**src/rtl/fpaa_prog_sequencer.sv**
```systemverilog
// Serializes floating-gate switch programming: latches one target per command,
// settles the decoders/drain enables, fires timed Vinj pulses, then holds and releases.
module fpaa_prog_sequencer #(
  parameter int ROW_BITS = 6,
  parameter int COL_BITS = 5,
  parameter int NUM_ROWS = 12,
  parameter int NUM_COLS = 19,
  parameter int CNT_W    = 8,
  parameter int WID_W    = 12,
  parameter int SETTLE   = 4,
  parameter int GAP      = 2,
  parameter int HOLD     = 2
) (
  input  logic                clk,
  input  logic                reset,
  // Handshake: a command transfers on a rising edge where cmd_valid and
  // cmd_ready are both 1; cmd_ready is high only while idle, so at most one
  // command is in flight and the offered fields are sampled only on that edge.
  input  logic                cmd_valid,
  output logic                cmd_ready,
  input  logic                cmd_island,
  input  logic [ROW_BITS-1:0] cmd_row,
  input  logic [COL_BITS-1:0] cmd_col,
  input  logic [CNT_W-1:0]    cmd_pulses,
  input  logic [WID_W-1:0]    cmd_width,
  input  logic                abort,
  output logic                island_sel,
  output logic [ROW_BITS-1:0] row_addr,
  output logic [COL_BITS-1:0] col_addr,
  output logic                dec_en,
  output logic                drain_sel_en,
  output logic                prog_en,
  output logic                vinj_pulse,
  output logic [CNT_W-1:0]    pulses_done,
  output logic                done,
  output logic                err,
  output logic                busy,
  output logic [2:0]          dbg_state
);

  typedef enum logic [2:0] {
    S_IDLE    = 3'd0,
    S_SETUP   = 3'd1,
    S_PULSE   = 3'd2,
    S_GAP     = 3'd3,
    S_RELEASE = 3'd4,
    S_DONE    = 3'd5,
    S_ERR     = 3'd6
  } state_t;

  // Timer must cover both the pulse width field and the fixed phase lengths.
  localparam int TMR_W = (WID_W > 8) ? WID_W : 8;
  localparam logic [TMR_W-1:0] SETTLE_M1 = TMR_W'(SETTLE - 1);
  localparam logic [TMR_W-1:0] GAP_M1    = TMR_W'(GAP - 1);
  localparam logic [TMR_W-1:0] HOLD_M1   = TMR_W'(HOLD - 1);
  localparam logic [ROW_BITS:0] ROW_LIM  = (ROW_BITS + 1)'(NUM_ROWS);
  localparam logic [COL_BITS:0] COL_LIM  = (COL_BITS + 1)'(NUM_COLS);

  state_t             state;
  logic [TMR_W-1:0]   timer;
  logic [TMR_W-1:0]   lat_wm1;
  logic [CNT_W-1:0]   lat_pulses;
  logic               aborted;

  logic               cmd_legal;
  logic [WID_W-1:0]   cmd_wid_m1;
  logic [CNT_W-1:0]   pd_inc;

  assign cmd_legal  = ({1'b0, cmd_row} < ROW_LIM) && ({1'b0, cmd_col} < COL_LIM);
  // A zero width is stretched to a single-cycle pulse.
  assign cmd_wid_m1 = (cmd_width == '0) ? '0 : cmd_width - 1'b1;
  assign pd_inc     = (pulses_done == '1) ? pulses_done : pulses_done + 1'b1;
  assign dbg_state  = state;

  always_ff @(posedge clk) begin
    if (reset) begin
      state        <= S_IDLE;
      cmd_ready    <= 1'b1;
      busy         <= 1'b0;
      island_sel   <= 1'b0;
      row_addr     <= '0;
      col_addr     <= '0;
      dec_en       <= 1'b0;
      drain_sel_en <= 1'b0;
      prog_en      <= 1'b0;
      vinj_pulse   <= 1'b0;
      pulses_done  <= '0;
      done         <= 1'b0;
      err          <= 1'b0;
      timer        <= '0;
      lat_wm1      <= '0;
      lat_pulses   <= '0;
      aborted      <= 1'b0;
    end else begin
      done <= 1'b0;
      err  <= 1'b0;
      unique case (state)
        S_IDLE: begin
          if (cmd_valid) begin
            cmd_ready   <= 1'b0;
            busy        <= 1'b1;
            pulses_done <= '0;
            aborted     <= 1'b0;
            if (cmd_legal) begin
              island_sel   <= cmd_island;
              row_addr     <= cmd_row;
              col_addr     <= cmd_col;
              lat_pulses   <= cmd_pulses;
              lat_wm1      <= TMR_W'(cmd_wid_m1);
              dec_en       <= 1'b1;
              drain_sel_en <= 1'b1;
              prog_en      <= 1'b1;
              timer        <= SETTLE_M1;
              state        <= S_SETUP;
            end else begin
              err   <= 1'b1;
              state <= S_ERR;
            end
          end
        end

        S_SETUP: begin
          if (abort) begin
            aborted <= 1'b1;
            timer   <= HOLD_M1;
            state   <= S_RELEASE;
          end else if (timer == '0) begin
            if (lat_pulses == '0) begin
              timer <= HOLD_M1;
              state <= S_RELEASE;
            end else begin
              vinj_pulse <= 1'b1;
              timer      <= lat_wm1;
              state      <= S_PULSE;
            end
          end else begin
            timer <= timer - 1'b1;
          end
        end

        S_PULSE: begin
          if (abort) begin
            vinj_pulse <= 1'b0;
            aborted    <= 1'b1;
            timer      <= HOLD_M1;
            state      <= S_RELEASE;
          end else if (timer == '0) begin
            vinj_pulse  <= 1'b0;
            pulses_done <= pd_inc;
            if (pd_inc == lat_pulses) begin
              timer <= HOLD_M1;
              state <= S_RELEASE;
            end else begin
              timer <= GAP_M1;
              state <= S_GAP;
            end
          end else begin
            timer <= timer - 1'b1;
          end
        end

        S_GAP: begin
          if (abort) begin
            aborted <= 1'b1;
            timer   <= HOLD_M1;
            state   <= S_RELEASE;
          end else if (timer == '0) begin
            vinj_pulse <= 1'b1;
            timer      <= lat_wm1;
            state      <= S_PULSE;
          end else begin
            timer <= timer - 1'b1;
          end
        end

        // Pulse is already low here; enables stay up for the hold time.
        S_RELEASE: begin
          if (timer == '0) begin
            dec_en       <= 1'b0;
            drain_sel_en <= 1'b0;
            prog_en      <= 1'b0;
            if (aborted) begin
              err   <= 1'b1;
              state <= S_ERR;
            end else begin
              done  <= 1'b1;
              state <= S_DONE;
            end
          end else begin
            timer <= timer - 1'b1;
          end
        end

        S_DONE, S_ERR: begin
          cmd_ready <= 1'b1;
          busy      <= 1'b0;
          aborted   <= 1'b0;
          state     <= S_IDLE;
        end

        default: begin
          dec_en       <= 1'b0;
          drain_sel_en <= 1'b0;
          prog_en      <= 1'b0;
          vinj_pulse   <= 1'b0;
          cmd_ready    <= 1'b1;
          busy         <= 1'b0;
          state        <= S_IDLE;
        end
      endcase
    end
  end

endmodule

```
**config.mk**
```make
export PLATFORM = sky130hd
export DESIGN_NAME = fpaa_prog_sequencer
export DESIGN_NICKNAME = d
export VERILOG_FILES = /design/src/rtl/fpaa_prog_sequencer.sv
export SDC_FILE = /design/constraint.sdc
export NUM_CORES = 1
export LEC_CHECK = 0
export BUFFER_PORTS_ARGS = -buffer_cell sky130_fd_sc_hd__buf_2
export CORE_MARGIN = 2
export CORE_UTILIZATION = 45
export DETAILED_ROUTE_END_ITERATION = 6
export HOLD_SLACK_MARGIN = 0.03
export PLACE_DENSITY = 0.64
export RECOVER_POWER = 100
export SETUP_SLACK_MARGIN = 0.2
export SYNTH_ARGS = -nofsm -noshare
export SYNTH_HDL_FRONTEND = slang
export SYNTH_SLANG_ARGS = --single-unit
```
**constraint.sdc**
```tcl
create_clock -name clk -period 2.66 [get_ports clk]
set_input_delay 0 -clock clk [delete_from_list [all_inputs] [get_ports clk]]
set_output_delay 0 -clock clk [all_outputs]
set_load 0.05 [all_outputs]
```
---- Word level (Yosys, flattened, before mapping) ----
Index checks and enable logic that the tools add are counted.
storage, ports and cells
  register bits ........................... 62
  output and inout bits ................... 31
  ROM bits ................................ 0
  input bits .............................. 36
  memories ................................ 0
  bits in writable memories ............... 0
  bits in latches ......................... 0
  word-level logic and storage cells ...... 123
operators by class
  multipliers ............................. 0
  eq/ne operators ......................... 23
  shift-type cells ........................ 0
  order comparisons ....................... 2
  reductions and logical operators ........ 22
  bitwise logic cells ..................... 5
  $add $sub $neg .......................... 3
  mux-type cells .......................... 53
  div/mod/pow operators ................... 0
operators by type and width
  operator                                                                number
  12-bit two-way mux                                                      11
  12-bit case mux with 5 select lines                                     1
  3-bit two-way mux                                                       11
  8-bit two-way mux                                                       4
  12-bit zero test                                                        2
  12-bit by 1-bit subtractor with 12-bit output (second input constant)   2
  2-bit inequality test (second input constant)                           11
  1-bit two-way mux                                                       17
  8-bit case mux with 2 select lines                                      1
  3-bit case mux with 5 select lines                                      1
  4-bit AND reduction                                                     3
  3-bit equality test (second input constant)                             3
  3-bit inequality test (second input constant)                           3
  8-bit by 1-bit adder with 8-bit output (second input constant)          1
  8-bit equality test                                                     1
  8-bit equality test (second input constant)                             1
  8-bit zero test                                                         1
  4-bit OR reduction                                                      2
  7-bit AND reduction                                                     1
  3-bit by 2-bit equality test with 1-bit output (second input constant)  2
  6-bit by 4-bit < comparator with 1-bit output (second input constant)   1
  1-bit case mux with 2 select lines                                      3
  1-bit case mux with 3 select lines                                      2
  3-bit AND reduction                                                     2
  16 further kinds                                                        21

---- Logic depth before layout (Yosys ltp) ----
Gate-level depths: netlist of run 1.
  depth after elaboration ................. 7
  gate-level depth with buffers ........... 9

---- Worst setup path after synthesis of run 1 ----
Ideal clock, no wire load.
  kind .................................... register to register
  from .................................... register pulses_done[0]
  to ...................................... register state[0] (netlist: dbg_state[0])
  stages on the path, launching flop included .. 8
  required time ........................... 2526 ps
  data arrival time ....................... 2406 ps
  setup slack ............................. 119 ps
  cells stage by stage .................... dfxtp_1 > ha_1 > nand3_2 > and2_4 > or4b_1 > a32o_1 > o31ai_1 > a211oi_1
between the ends
  longest elaborated chain between the ends .. 7
  elaborated cells between the ends (all ways) .. 8
  classes of those cells .................. add/sub (1); eq/ne (2); mux (5)
ends and longest elaborated chain
  element                                                                        line  text
  start, declared                                                                34    output logic [CNT_W-1:0] pulses_done,
  start signal, assigned                                                         149   pulses_done <= pd_inc;
  8-bit by 1-bit adder with 8-bit output or 8-bit equality test (tied branches)  72    assign pd_inc = (pulses_done == '1) ? pulses_done : pulses_done + 1'b1;
  8-bit two-way mux *                                                            72
  8-bit equality test *                                                          150   if (pd_inc == lat_pulses) begin
  3-bit two-way mux *                                                            150
  3-bit two-way mux *                                                            147   end else if (timer == '0) begin
  3-bit two-way mux *                                                            142   if (abort) begin
  3-bit case mux with 5 select lines *                                           97    unique case (state)
  end signal, assigned                                                           146   state <= S_RELEASE;
  end signal, assigned                                                           152   state <= S_RELEASE;
  end signal, assigned                                                           155   state <= S_GAP;
  end, declared                                                                  59    state_t state;
Every way passes the cells marked *; elsewhere a longest branch is shown, timed or not. The select of a mux whose other input is x is not followed.
A chain may end at the register's enable or synchronous reset.

---- Worst setup path after layout of run 1 ----
  from .................................... register pulses_done[3]
  to ...................................... register state[0] (netlist: dbg_state[0])
The elaborated chain is that of the path after synthesis.

==> impl_results.md, run 1 <==
- Grt met3 use: 0.05505
- Die area: 0.008513 sq mm
- Worst Path Max Fanout: 10
- Synth top cells by count: dfxtp_1, nand2_1, a21oi_1
- Most used DFF post-synth: dfxtp_1
- CP Launch Point: pulses_done[3]
- DRC violation count after routing: 0
- GR peak layer: met2
- Count leader, synth: dfxtp_1
- CTS tree: yes
- Path type of the worst setup path: flip-flop to flip-flop
- Worst path slowest cell: dfxtp_1
- First-pass GRT wire length: 16070 um
- # IOs: 67
- Die height: 92.27 um
- Worst EP arrival: 2.59 ns
- Final net count: 583
- Post-synthesis sequential area ratio: 0.3540
- Post-synth top area share: 0.3540
- Routed length per placed instance: 14.77 um
- Synth Warn #: 0
- Final setup fails: 0
- Area leader, netlist: dfxtp_1
- Min cycle time layout: 2.371 ns
- Simple-Gate Fraction of Synth Area: 0.2659
- Mapped Area: 0.003506 sq mm
- Clock root buffer: clkbuf_8
- Skew-Pair Late Insertion Delay: 0.35 ns
- CTS buffer count: 9
- Met1 Use GR: 0.3169
- Post-synthesis instance total: 456
- Core Area: 0.007647 sq mm
- Final slew viol count: 0
- Met2 Use GR: 0.3738
- Row cnt: 32
- Synth Area in Adders: 0.01428
- Netlist cell types: 62
- Via count: 3668
- Fillers: 771
- Leakage: 1.628 nW
- Post-DP HPWL: 6747 um
- Async set or reset register ratio after synthesis: 0
- Starting Density: 0.4584
- Post-Place Cells: 612
- Final TNS setup: 0 ns
- Synth top area cells: dfxtp_1, a21oi_1, nand2_1
- Clock transition at path regs: 0.08 ns
- Max-Cap Viols: 0
- Crit path capture: dbg_state[0]
- GP Congestion: 0.8706
- Worst Reg2Reg Path Length in Cells: 6
- Global route overflow: 0
- Outcome: completed
- Fraction of synthesized area in multiplexers: 0.01784
- Reg-to-reg startpoint: pulses_done[3]
- Xor/xnor share of the synthesized area: 0.04996
- Fmax achieved: 0.4218 GHz
- Required @ worst endpoint: 2.88 ns
- Initial antenna violation count: 0
- Initial DRC Count: 113
- # port buffers: 66
- Synth Area per Inst: 7.688 sq um
- Clk sinks: 62
- Non-Filler Instances: 650
- Final ANT Viol Nets: 0
- R2r endpoint: dbg_state[0]
- Slew @ Worst Pin: 0.6411 ns
- CP Depth: 6
- CTS H-tree depth: 3
- Layout Area Growth over Synthesis: 24.55%
- Largest family of logic cells by synthesized area: simple AND/OR/NAND/NOR gates
- Detailed Route WL: 9603 um
- RSZ-0062 raised after global routing: false
- Die Span X: 92.27 um
- Setup slack, reg-to-reg: 0.29 ns
- GRT Total Usage: 0.2347
- CP Launch Type: flip-flop
- CP endpoint kind: flip-flop
- Ant. Diodes: 0
- Power per cell area: 959.6 mW/mm^2
- Post-route clock skew: 0.009253 ns
- Relative slew margins: 0.5702
- Worst path bufs/invs: 0
- Layout Utilization: 0.5710
- Post-DR vias/cell: 5.643
- Worst-path cell chain: nand3_1 > and2_0 > or4b_1 > a32o_1 > o31ai_1 > a211oi_1
- Post-synthesis register bit count: 62
- CP top delay family: simple AND/OR/NAND/NOR gates
- Mapped Nets: 496
- Number of flops mapped to enable cells by yosys: 0
- Vias in the first global route: 3318
- Hold Path Class: input port to flip-flop
- Fin crit share: 0.8912
- Pre-antenna DRT Iters: 5
- Peak VDD IR: 0.4386 mV
- Crit path largest cell delay: 0.52 ns
- Largest net degree at the start of global routing: 31
- Synth Area in Compound Gates: 0.2441
- Ratio of cells with drive above 1 in the final layout: 0.1551
- Maximum root-to-sink buffer count: 2
- Hold Fails Final Rpt: 0
- Setup bufs post-CTS: 0
==> cells in the final DEF, fill, tap and decap left out, drive strengths merged, types with 3 or more instances in the layout <==
cell and n:
nand2 61, clkbuf 45, nor4b 3, mux2i 4, o2bb2ai 7, o31ai 6, inv 14, nor3 22
xor2 7, o311ai 3, or4 4, and2 3, nor4 6, nand2b 3, a21oi 51, and4 4
a22oi 10, buf 47, nor2b 3, ha 4, a211oi 7, nand3 12, and3 8, nor2 48
o21ai 17, xnor2 13, a31oi 9, or3 3, a211o 5, dfxtp 62, nand3b 3, dlygate4sd3 22
==> worst register-to-register path: stages (launching register included) <==
cell	delay (ns)
dfxtp_1	0.52
nand3_1	0.24
and2_0	0.23
or4b_1	0.50
a32o_1	0.30
o31ai_1	0.32
a211oi_1	0.13
==> cell type report <==
type,count,area (sq um),share of cell area
tap,102,127.6,0.02923
inverter,13,48.80,0.01117
timing repair buffer,105,620.6,0.1421
multi-input combinational,352,2103,0.4817
clock inverter,7,97.59,0.02235
sequential,62,1245,0.2851
clock buffer,9,123.9,0.02837
==> timing repair <==
item                                    CTS  global route
endpoints found under the hold margin    22             0
endpoints found under the setup margin    7            19
gates resized for setup                   1             7
hold buffers                             22             0
==> state kept, by name, indices dropped and copies added, names as in the netlist, 3 cells and up <==
register,cells
dbg_state,3
lat_pulses,8
lat_wm1,12
timer,12
col_addr,5
pulses_done,8
row_addr,6
==> power breakdown <==
| group | total (mW) | leakage [nW] | internal, mW | switching [mW] |
|---|---|---|---|---|
| Sequential | 1.19 | 0.504 | 1.04 | 0.147 |
| Combinational | 2.06 | 1.02 | 0.759 | 1.30 |
| Clock | 0.939 | 0.106 | 0.530 | 0.409 |
| Total | 4.19 | 1.63 | 2.33 | 1.86 |
==> cells by family after synthesis <==
| kind of cell | after synthesis |
|---|---|
| mux | 6 |
| compound gates | 132 |
| simple gates | 190 |
| flops | 62 |
| xor+xnor | 20 |
| buf+inv | 42 |
| fa+ha+maj | 4 |
==> how the worst min path moves through the flow <==
stage                  start            end  cells past startpoint
2_1_floorplan  cmd_pulses[0]  lat_pulses[0]                      2
3_3_place_gp      cmd_row[1]    row_addr[1]                      3
3_5_place_dp   cmd_pulses[2]  lat_pulses[2]                      3
4_1_cts         cmd_width[5]     lat_wm1[5]                      4
5_1_grt        cmd_width[11]    lat_wm1[10]                      3
6_report        cmd_width[5]     lat_wm1[5]                      4
==> per-stage QoR <==
stage                     hold WS (ns)  instance area (sq um)  power, mW  setup slack [ns]
after global routing           0.07109                   4367      4.519            0.1380
final                          0.03906                   4367      4.190            0.2894
after floorplan                 0.1360                   3508      2.699            0.2823
after detailed placement        0.2462                   3954      3.222           0.07792
after global placement          0.2417                   3954      3.202            0.2647
after CTS                      0.03316                   4400      4.193            0.2598
==> routing by layer <==
metal / wire [um] / share of wire / up-vias
met5: 0 / 0 / -
met2: 4512 / 0.47 / 104
met3: 520 / 0.054 / 10
met4: 124 / 0.013 / 0
li1: - / - / 1830
met1: 4446 / 0.46 / 1724
Power figures use the tool's default switching activity.
==> run 2, diff against run 1 <==
--- a/config.mk
+++ b/config.mk
@@ -12,7 +12,10 @@
 export HOLD_SLACK_MARGIN = 0.03
 export PLACE_DENSITY = 0.64
 export RECOVER_POWER = 100
+export REMOVE_ABC_BUFFERS = 1
 export SETUP_SLACK_MARGIN = 0.2
+export SKIP_CTS_REPAIR_TIMING = 1
 export SYNTH_ARGS = -nofsm -noshare
 export SYNTH_HDL_FRONTEND = slang
 export SYNTH_SLANG_ARGS = --single-unit
+export TNS_END_PERCENT = 20
==> impl_results.md, run 2 (synthesis results as in run 1) <==
- Reg-to-reg startpoint: pulses_done[0]
- Hold Fails Final Rpt: 0
- Ant. Diodes: 0
- CTS buffer count: 9
- Clock transition at path regs: 0.08 ns
- Fmax achieved: 0.4180 GHz
- Peak VDD IR: 0.4251 mV
- Power, Total: 4.174 mW
- GP Congestion: 0.8964
- Clk sinks: 62
- CTS H-tree depth: 3
- Fin crit share: 0.8995
- Pre-CTS setup slack: 0.3237 ns
- Min cycle time layout: 2.393 ns
- Global route overflow: 0
- Final ANT Viol Nets: 0
- Maximum root-to-sink buffer count: 2
- Top Registers: lat_wm1 (12), timer (12)
- Skew-Pair Late Insertion Delay: 0.35 ns
- Ratio of cells with drive above 1 in the final layout: 0.1442
- Post-route clock skew: 0.01056 ns
- Detailed Route WL: 9737 um
- CP Launch Type: flip-flop
- Setup slack, reg-to-reg: 0.27 ns
- Hold Path Class: input port to flip-flop
- Via count: 3650
- CP endpoint kind: flip-flop
- Hold path cells: 4
- Worst path bufs/invs: 0
- First-pass GRT wire length: 15690 um
- Outcome: completed
- Die area: 0.008513 sq mm
- Commonest non-fill, non-tap cells in the layout: dfxtp_1, nand2_1, a21oi_1
- CP top delay family: simple AND/OR/NAND/NOR gates
- Starting Density: 0.4584
- Slew @ Worst Pin: 0.6793 ns
- Max-Cap Viols: 0
- Relative slew margins: 0.5471
- Worst Reg2Reg Path Length in Cells: 7
- Vias in the first global route: 3246
- Worst path slowest cell: or4b_1
- Pre-antenna DRT Iters: 4
- Layout Area Growth over Synthesis: 23.16%
- Power per cell area: 966.7 mW/mm^2
- GRT Total Usage: 0.2291
- Post-DP HPWL: 6834 um
- Worst EP arrival: 2.60 ns
- Final slew viol count: 0
- Worst-path cell chain: ha_1 > nand3_2 > and2_4 > or4b_1 > a32o_1 > o31ai_1 > a211oi_1
- Core Area: 0.007647 sq mm
- Largest net degree at the start of global routing: 31
- R2r endpoint: dbg_state[0]
- Row cnt: 32
- Routed length per placed instance: 14.98 um
- CTS tree: yes
- Clock root buffer: clkbuf_8
- Most common cell after layout, fill and taps aside: dfxtp_1
- Multi-input gate area: 0.002076 sq mm
- # IOs: 67
- Layout Utilization: 0.5646
- Die height: 92.27 um
- Final setup fails: 0
- Crit path largest cell delay: 0.51 ns
- Initial antenna violation count: 0
- Final WS setup: 0.2674 ns
- Path type of the worst setup path: flip-flop to flip-flop
- Leakage: 1.615 nW
- DRC violation count after routing: 0
- # port buffers: 66
- Hold_ws: 0.003864 ns
- Worst hold endpoint: lat_wm1[0]
- Required @ worst endpoint: 2.87 ns
- Final net count: 583
- Post-DR vias/cell: 5.615
- Fillers: 755
- Initial DRC Count: 181
- Worst Hold Launch: cmd_width[0]
- Seq. cell area: 0.001241 sq mm
- Die Span X: 92.27 um
- RSZ-0062 raised after global routing: true
- Worst Path Max Fanout: 6
==> run 2: cell count changes in the layout (fill, tap and decap cells not counted), moves of 2 or more <==
cell           previous run  this run
dfxtp_2                   3         0
dfxtp_1                  59        62
buf_4                    11         9
clkbuf_1                 34        37
dlygate4sd3_1            22        20
clkbuf_2                  2         4
==> run 2: how the worst max path moves through the flow <==
stage | startpoint | to | depth (start not counted)
2_1_floorplan | pulses_done[0] | dbg_state[0] | 7
3_3_place_gp | pulses_done[0] | dbg_state[0] | 7
3_5_place_dp | pulses_done[0] | dbg_state[0] | 7
4_1_cts | pulses_done[0] | dbg_state[0] | 7
5_1_grt | pulses_done[0] | dbg_state[2] | 8
6_report | pulses_done[0] | dbg_state[0] | 7
==> run 2: worst min-delay path: cells and delay by family <==
| kind | cells | cell delay (ns) |
|---|---|---|
| simple gates | 1 | 0.07 |
| buf+inv | 2 | 0.17 |
| compound gates | 1 | 0.06 |
==> run 2: area by class of cell <==
| class | count | share of cell area |
|---|---|---|
| sequential | 62 | 0.2875 |
| multi-input combinational | 352 | 0.4807 |
| timing repair buffer | 105 | 0.1394 |
| tap | 102 | 0.02956 |
| clock buffer | 10 | 0.03187 |
| clock inverter | 6 | 0.01970 |
| inverter | 13 | 0.01130 |
==> run 2: power by group <==
group          leakage, nW  internal, mW  switching (mW)
clock network        0.108         0.549           0.394
registers            0.502          1.04           0.129
logic                 1.00         0.767            1.29
total                 1.62          2.36            1.81
==> run 2: layer usage <==
metal,global-route usage,part of all wire
met5,0,0
met4,0.08831,0.023
met3,0.04191,0.041
met2,0.3781,0.48
met1,0.2970,0.45
==> run 2: through the flow <==
step	TNS, ns	std cells	cell area, sq um
floorplan	-0.3332	427	3366
global placement	0	614	3966
detailed placement	0	614	3966
CTS	0	630	4189
global route	0	650	4318
finish	0	650	4318
